$ cat config.mk
export PLATFORM = sky130hd
export DESIGN_NAME = reg_arb
export DESIGN_NICKNAME = d
export VERILOG_FILES = /design/src/rtl/reg_arb.sv
export SDC_FILE = /design/constraint.sdc
export NUM_CORES = 1
export LEC_CHECK = 0
export ABC_AREA = 1
export CORE_MARGIN = 8
export CORE_UTILIZATION = 32
export CTS_CLUSTER_SIZE = 14
export DETAILED_ROUTE_END_ITERATION = 8
export GPL_TIMING_DRIVEN = 0
export PLACE_DENSITY = 0.67
export SLEW_MARGIN = 20
export SYNTH_ARGS = -nofsm -noshare
export SYNTH_HDL_FRONTEND = slang
export SYNTH_SLANG_ARGS = --single-unit
$ cat constraint.sdc
create_clock -name clk -period 2.6 [get_ports clk]
set_clock_uncertainty 0.15 [all_clocks]
set_input_delay 0.39 -clock clk [delete_from_list [all_inputs] [get_ports clk]]
set_output_delay 0.39 -clock clk [all_outputs]
set_load 0.02 [all_outputs]
$ cat src/rtl/reg_arb.sv
// Purpose    : round-robin arbiter sharing one register bus between two masters.
// Latency    : req seen in IDLE at cycle N -> r_valid at N+1 -> mX_ack at N+2 -> IDLE at N+3.
// Backpressure: one transaction in flight; a losing or late master holds req until its ack.
//
// Ports
//   clk, reset            : clock and synchronous active-high reset
//   m0_* / m1_*           : master request channels (req/wen/addr/wdata in, ack/rdata out)
//   r_valid/r_wen/r_addr/r_wdata/r_rdata : shared register-file bus
//   busy                  : high whenever the FSM is not in IDLE
module reg_arb #(
    parameter int ADDR_W = 12,
    parameter int DATA_W = 32
) (
    input  logic              clk,
    input  logic              reset,

    input  logic              m0_req,
    input  logic              m0_wen,
    input  logic [ADDR_W-1:0] m0_addr,
    input  logic [DATA_W-1:0] m0_wdata,
    output logic              m0_ack,
    output logic [DATA_W-1:0] m0_rdata,

    input  logic              m1_req,
    input  logic              m1_wen,
    input  logic [ADDR_W-1:0] m1_addr,
    input  logic [DATA_W-1:0] m1_wdata,
    output logic              m1_ack,
    output logic [DATA_W-1:0] m1_rdata,

    output logic              r_valid,
    output logic              r_wen,
    output logic [ADDR_W-1:0] r_addr,
    output logic [DATA_W-1:0] r_wdata,
    input  logic [DATA_W-1:0] r_rdata,

    output logic              busy
);

    typedef enum logic [1:0] {
        IDLE  = 2'd0,
        ISSUE = 2'd1,
        DONE  = 2'd2
    } state_t;

    state_t state;
    state_t state_nxt;

    logic prio;    // preferred master when both request (0 = m0)
    logic gnt;     // master owning the in-flight transaction
    logic sel;     // master chosen in the current IDLE cycle
    logic any_req;

    assign any_req = m0_req | m1_req;
    // Contention goes to the preferred master; a lone requester always wins.
    assign sel     = (m0_req && m1_req) ? prio : m1_req;

    always_ff @(posedge clk) begin
        if (reset) begin
            state <= IDLE;
        end else begin
            state <= state_nxt;
        end
    end

    always_comb begin
        state_nxt = state;
        r_valid   = 1'b0;
        busy      = 1'b1;
        m0_ack    = 1'b0;
        m1_ack    = 1'b0;
        case (state)
            IDLE: begin
                busy = 1'b0;
                if (any_req) begin
                    state_nxt = ISSUE;
                end
            end
            ISSUE: begin
                r_valid   = 1'b1;
                state_nxt = DONE;
            end
            DONE: begin
                // Reset during DONE drops the transaction, so the ack is masked.
                m0_ack    = !gnt && !reset;
                m1_ack    =  gnt && !reset;
                state_nxt = IDLE;
            end
            default: begin
                state_nxt = IDLE;
            end
        endcase
    end

    // Grant capture, priority rotation and read-data return. Bus fields are
    // only loaded on a grant, so they hold their values while r_valid is low.
    always_ff @(posedge clk) begin
        if (reset) begin
            prio     <= 1'b0;
            gnt      <= 1'b0;
            r_wen    <= 1'b0;
            r_addr   <= '0;
            r_wdata  <= '0;
            m0_rdata <= '0;
            m1_rdata <= '0;
        end else begin
            if (state == IDLE && any_req) begin
                gnt     <= sel;
                prio    <= ~sel;
                r_wen   <= sel ? m1_wen   : m0_wen;
                r_addr  <= sel ? m1_addr  : m0_addr;
                r_wdata <= sel ? m1_wdata : m0_wdata;
            end
            if (state == ISSUE && !r_wen) begin
                if (gnt) begin
                    m1_rdata <= r_rdata;
                end else begin
                    m0_rdata <= r_rdata;
                end
            end
        end
    end

endmodule
# Yosys cells after proc, flatten, opt, wreduce, memory -nomap -nowiden

Cells that the tools add are included.
Widths: inputs -> output; s select.

Logic and storage cells: 35
Input bits: 126
Latch bits: 0
Memory bits (writable): 0
Memories: 0
Memory bits (read-only): 0
Output and inout bits: 113
Register bits after elaboration: 113

Muxes and demuxes: 10
Multipliers: 0
Shift-type cells: 0
Reductions and logical operators: 11
Magnitude comparators: 0
Equality and inequality tests: 3
Add/subtract/negate cells: 0
Bitwise gates (word level): 3
Divide/modulo/power cells: 0

Operators by type and width:

| operator           | number |
|---|---|
| $mux 32            | 1 |
| $mux 12            | 1 |
| $mux 1             | 6 |
| $logic_and 1x1->1  | 5 |
| $pmux 2 s2         | 1 |
| $reduce_and 2->1   | 2 |
| $logic_not 1->1    | 3 |
| $eq 2x1->1 const B | 1 |
| $eq 2x2->1 const B | 1 |
| $logic_not 2->1    | 1 |
| $mux 2             | 1 |
| $ne 2x2->1 const B | 1 |
| $not 1->1          | 2 |
| $or 1x1->1         | 1 |

# Depth between registers and ports, before layout

Depth in word-level cells: 3
Depth in mapped cells: 7
Gate-level depth less buffers: 6

# Worst setup path before layout

OpenSTA, ideal clock, no wires.

Kind: reg-to-output
Start point: reg gnt
End point: out m1_ack
Buffers on the path: 2
Arrival: 1.220 ns
Data required time: 2.060 ns
Cell stages (with the launch flop): 5
Setup slack: 0.840 ns
Cell sequence: dfxtp_1 > buf_2 > inv_2 > buf_2 > nor3_1

Cells in the longest elaborated chain, start to end: 2

Ends and longest elaborated chain:

| item                     | RTL line | source |
|---|---|---|
| start: declaration       | 50       | `logic gnt;` |
| start signal: assignment | 108      | `gnt <= sel;` |
| $logic_and 1x1->1        | 86       | `m1_ack = gnt && !reset;` |
| $mux 1                   | 72       | `case (state)` |
| end: declaration         | 28       | `output logic m1_ack,` |

No other way between the ends.

# Worst setup path after layout

Ends and elaborated chain as after synthesis.

==> load_flow_metrics.sql <==
INSERT INTO impl_metrics (metric_group, metric, value, unit) VALUES
('cells_and_area', 'fin_nets', '1280', ''),
('clock_network', 'root_cell_of_the_clock_tree', 'sky130_fd_sc_hd__clkbuf_16', ''),
('placement', 'placedCellCount', '1361', ''),
('timing', 'rsz0062_at_grt', 'no', ''),
('timing', 'tightestPinTransition', '0.507', 'ns'),
('hold_path', 'min_to', 'm1_rdata[18]', ''),
('routing', 'post_drt_wl_per_cell', '14.3', 'µm'),
('logic_synthesis', 'postSynthNetCount', '1024', ''),
('cells_and_area', 'final_cell_count_without_fillers', '1392', ''),
('routing', 'drtIter0Drc', '217', ''),
('routing', 'total_wirelength_of_the_detailed_routed_design', '19900', 'µm'),
('critical_path', 'timing_worst_setup_path_type', 'register to output port', ''),
('power', 'maximum_vdd_ir_drop', '0.436', 'mV'),
('critical_path', 'r2r_cells', '6', ''),
('die', 'floorplan.die_area', '0.0220', 'mm²'),
('logic_synthesis', 'synth_warnings', '0', ''),
('timing', 'max_slew_margin', '66.2', '%'),
('run_status', 'run_status', 'completed', ''),
('placement', 'gpl.final_weighted_congestion', '0.837', ''),
('flow_run', 'max_cap_viols', '0', ''),
('die', 'io_pins', '239', ''),
('critical_path', 'worst_r2r_endpoint', 'm0_rdata[23]', ''),
('timing', 'final-setup-viol-count', '0', ''),
('timing', 'minimum_clock_period_after_layout', '2.43', 'ns'),
('timing', 'tns_setup', '0', 'ns'),
('critical_path', 'crit-reg2reg-launch', 'gnt', ''),
('logic_synthesis', 'avgSynthCellArea', '6.24', 'µm²'),
('hold_path', 'worstHoldStart', 'm1_rdata[18]', ''),
('clock_network', 'clock_latency_of_the_later_clocked_register_in_the_worst_skew_pair', '0.41', 'ns'),
('global_routing', 'grt_remaining_overflow', '0', ''),
('clock_network', 'postCtsSetupRepairBufs', '0', ''),
('global_routing', 'grt_first_pass_wirelength', '31400', 'µm'),
('die', 'floorplan.initialDensity', '32.5', '%'),
('clock_network', 'post_cts_resized', '1', ''),
('logic_synthesis', 'synth.lib_cells_used.distinct', '19', ''),
('cells_and_area', 'synthToLayoutAreaGrowth', '57.5', '%'),
('clock_network', 'clock-sinks', '113', ''),
('die', 'core_area', '0.0172', 'mm²'),
('routing', 'remaining_drc_errors', '0', ''),
('logic_synthesis', 'syn_std_cell_area', '0.00561', 'mm²'),
('routing', 'number_of_antenna_violating_nets_in_the_routed_design', '0', ''),
('power', 'power.leakage', '4.05', 'nW'),
('critical_path', 'required', '2.06', 'ns'),
('die', 'fp-row-count', '48', ''),
('timing', 'slew_viol_final', '0', ''),
('clock_network', 'htree_num_levels', '4', ''),
('critical_path', 'critical_path_end_type', 'output port', ''),
('routing', 'routed_vias_inst', '4.42', ''),
('die', 'chipHeight', '148', 'µm'),
('placement', 'hpwlAfterDp', '15900', 'µm'),
('critical_path', 'worst-path-max-fanout', '18', ''),
('critical_path', 'startpoint_type', 'register', ''),
('logic_synthesis', 'fraction_of_the_yosys_area_taken_by_sequential_cells', '40.4', '%'),
('routing', 'tritonroute_pass_1_iters', '5', ''),
('clock_network', 'cts.path.max_buffers', '2', ''),
('timing', 'post-route-period-util', '93.3', '%'),
('cells_and_area', 'final_standard_cell_area_without_fillers', '0.00883', 'mm²'),
('clock_network', 'cts.reportedPaths.clkPinSlew', '0.05', 'ns'),
('die', 'dieWidth', '148', 'µm'),
('global_routing', 'groute.usage.overall', '18.0', '%'),
('global_routing', 'largest_net_degree_at_the_start_of_global_routing', '19', ''),
('cells_and_area', 'antennaDiodeCount', '0', ''),
('cells_and_area', 'post_route_cells_drive_above_1_share', '6.43', '%'),
('cells_and_area', 'n_fill_cell', '1757', ''),
('hold_path', 'hold-path-cell-count', '2', ''),
('timing', 'highest_clock_rate', '412', 'MHz'),
('critical_path', 'cp.arrival', '1.89', 'ns'),
('clock_network', 'clock_tree_from_tritoncts', 'done', ''),
('logic_synthesis', 'synth.ff_latch_count', '113', ''),
('global_routing', 'first_global_vias', '5985', ''),
('placement', 'numPortBuffers', '238', ''),
('clock_network', 'tritoncts.num_buffers', '17', ''),
('global_routing', 'antenna_found_initial', '0', ''),
('hold_path', 'hold_path_class', 'register to register', ''),
('timing', 'final-hold-violation-count', '0', ''),
('clock_network', 'cts_hold_buffers', '0', ''),
('power', 'power_per_cell_area', '644', 'mW/mm²'),
('placement', 'placed_area', '0.00827', 'mm²'),
('critical_path', 'rrSetupSlack', '0.95', 'ns'),
('routing', 'routed-via-count', '6152', ''),
('logic_synthesis', 'synthesis.instances', '898', '');
==> metal layers <==
layer  global-route usage (%)  part of all wire, %
met1                     20.0                   41
met2                     29.6                   46
met3                     8.69                   11
met4                     5.97                  1.3
met5                        0                    0
==> synthesized netlist by cell type, drive strengths merged <==
library cell    n  area [µm²]
nor2          225         865
o21ai           1        5.00
nand4          64         400
nor3            3        15.0
a21oi          47         235
dfxtp         113        2260
clkbuf         19        71.3
inv           127         477
buf            48         267
nand3          47         240
nand2         204         768
==> state kept, by name, summed over array words and instances, names as in the netlist <==
register  count
m0_rdata     32
m1_rdata     32
r_wdata      32
r_addr       12
state         2
gnt           1
prio          1
r_wen         1
==> worst max-delay path: stages, from the launching register on <==
cell	delay [ns]
sky130_fd_sc_hd__dfxtp_1	0.30
sky130_fd_sc_hd__clkbuf_4	0.27
sky130_fd_sc_hd__inv_2	0.13
sky130_fd_sc_hd__buf_2	0.21
sky130_fd_sc_hd__nor3_1	0.18
sky130_fd_sc_hd__dlygate4sd2_1	0.37
==> cell usage in the layout, fill, tap and decap left out <==
cell / count
sky130_fd_sc_hd__a21oi_1: 47
sky130_fd_sc_hd__buf_1: 10
sky130_fd_sc_hd__buf_2: 23
sky130_fd_sc_hd__buf_4: 11
sky130_fd_sc_hd__buf_6: 2
sky130_fd_sc_hd__bufinv_16: 2
sky130_fd_sc_hd__clkbuf_1: 22
sky130_fd_sc_hd__clkbuf_16: 17
sky130_fd_sc_hd__clkbuf_4: 1
sky130_fd_sc_hd__clkbuf_8: 1
sky130_fd_sc_hd__clkdlybuf4s50_1: 237
sky130_fd_sc_hd__clkinv_2: 6
sky130_fd_sc_hd__clkinv_4: 1
sky130_fd_sc_hd__clkinvlp_4: 2
sky130_fd_sc_hd__dfxtp_1: 113
sky130_fd_sc_hd__dlygate4sd2_1: 1
sky130_fd_sc_hd__inv_1: 124
sky130_fd_sc_hd__inv_2: 3
sky130_fd_sc_hd__nand2_1: 203
sky130_fd_sc_hd__nand2_2: 1
sky130_fd_sc_hd__nand3_1: 46
sky130_fd_sc_hd__nand3_2: 1
sky130_fd_sc_hd__nand4_1: 64
sky130_fd_sc_hd__nor2_1: 221
sky130_fd_sc_hd__nor2_2: 2
sky130_fd_sc_hd__nor2_4: 2
sky130_fd_sc_hd__nor3_1: 3
sky130_fd_sc_hd__o21ai_1: 1
==> how the worst max path moves through the flow <==
stage,startpoint,end,depth (start not counted)
2_1_floorplan,gnt,m1_ack,4
3_3_place_gp,reset,m0_ack,3
3_5_place_dp,reset,m1_ack,3
4_1_cts,gnt,m1_ack,5
5_1_grt,gnt,m1_ack,5
6_report,gnt,m1_ack,5
==> per-stage QoR <==
step	util, %	power, W	hold WS [ns]	worst slack (ns)
finish	51.2	0.00569	0.327	0.174
global route	51.2	0.00598	0.352	0.0674
CTS	51.2	0.00575	0.330	0.0279
detailed placement	48.0	0.00350	0.322	0.288
global placement	48.0	0.00349	0.312	0.295
floorplan	-	0.00281	0.294	0.840
==> kinds of logic after synthesis <==
family | Yosys count | share of synthesized area [%]
AO/OA/AOI/OAI | 48 | 4.29
buffers and inverters | 194 | 14.5
flip-flops | 113 | 40.4
AND/OR/NAND/NOR | 543 | 40.8
==> final cells by class <==
type	instances	area, µm²	share of cell area, %
plain buffers	66	337	3.81
clock buffers	21	450	5.10
clock inverters	11	114	1.29
inverters	127	477	5.40
multi-input cells	591	2530	28.6
flip-flops and latches	113	2260	25.6
well taps	225	282	3.19
repair buffers	238	2380	27.0
==> power by group <==
part / internal [W] / total, W / switching (W)
clock: 0.00142 / 0.00223 / 0.000807
combinational: 0.000669 / 0.00149 / 0.000821
sequential: 0.00189 / 0.00196 / 0.0000767
No activity file was read; power rests on OpenSTA's default activity.
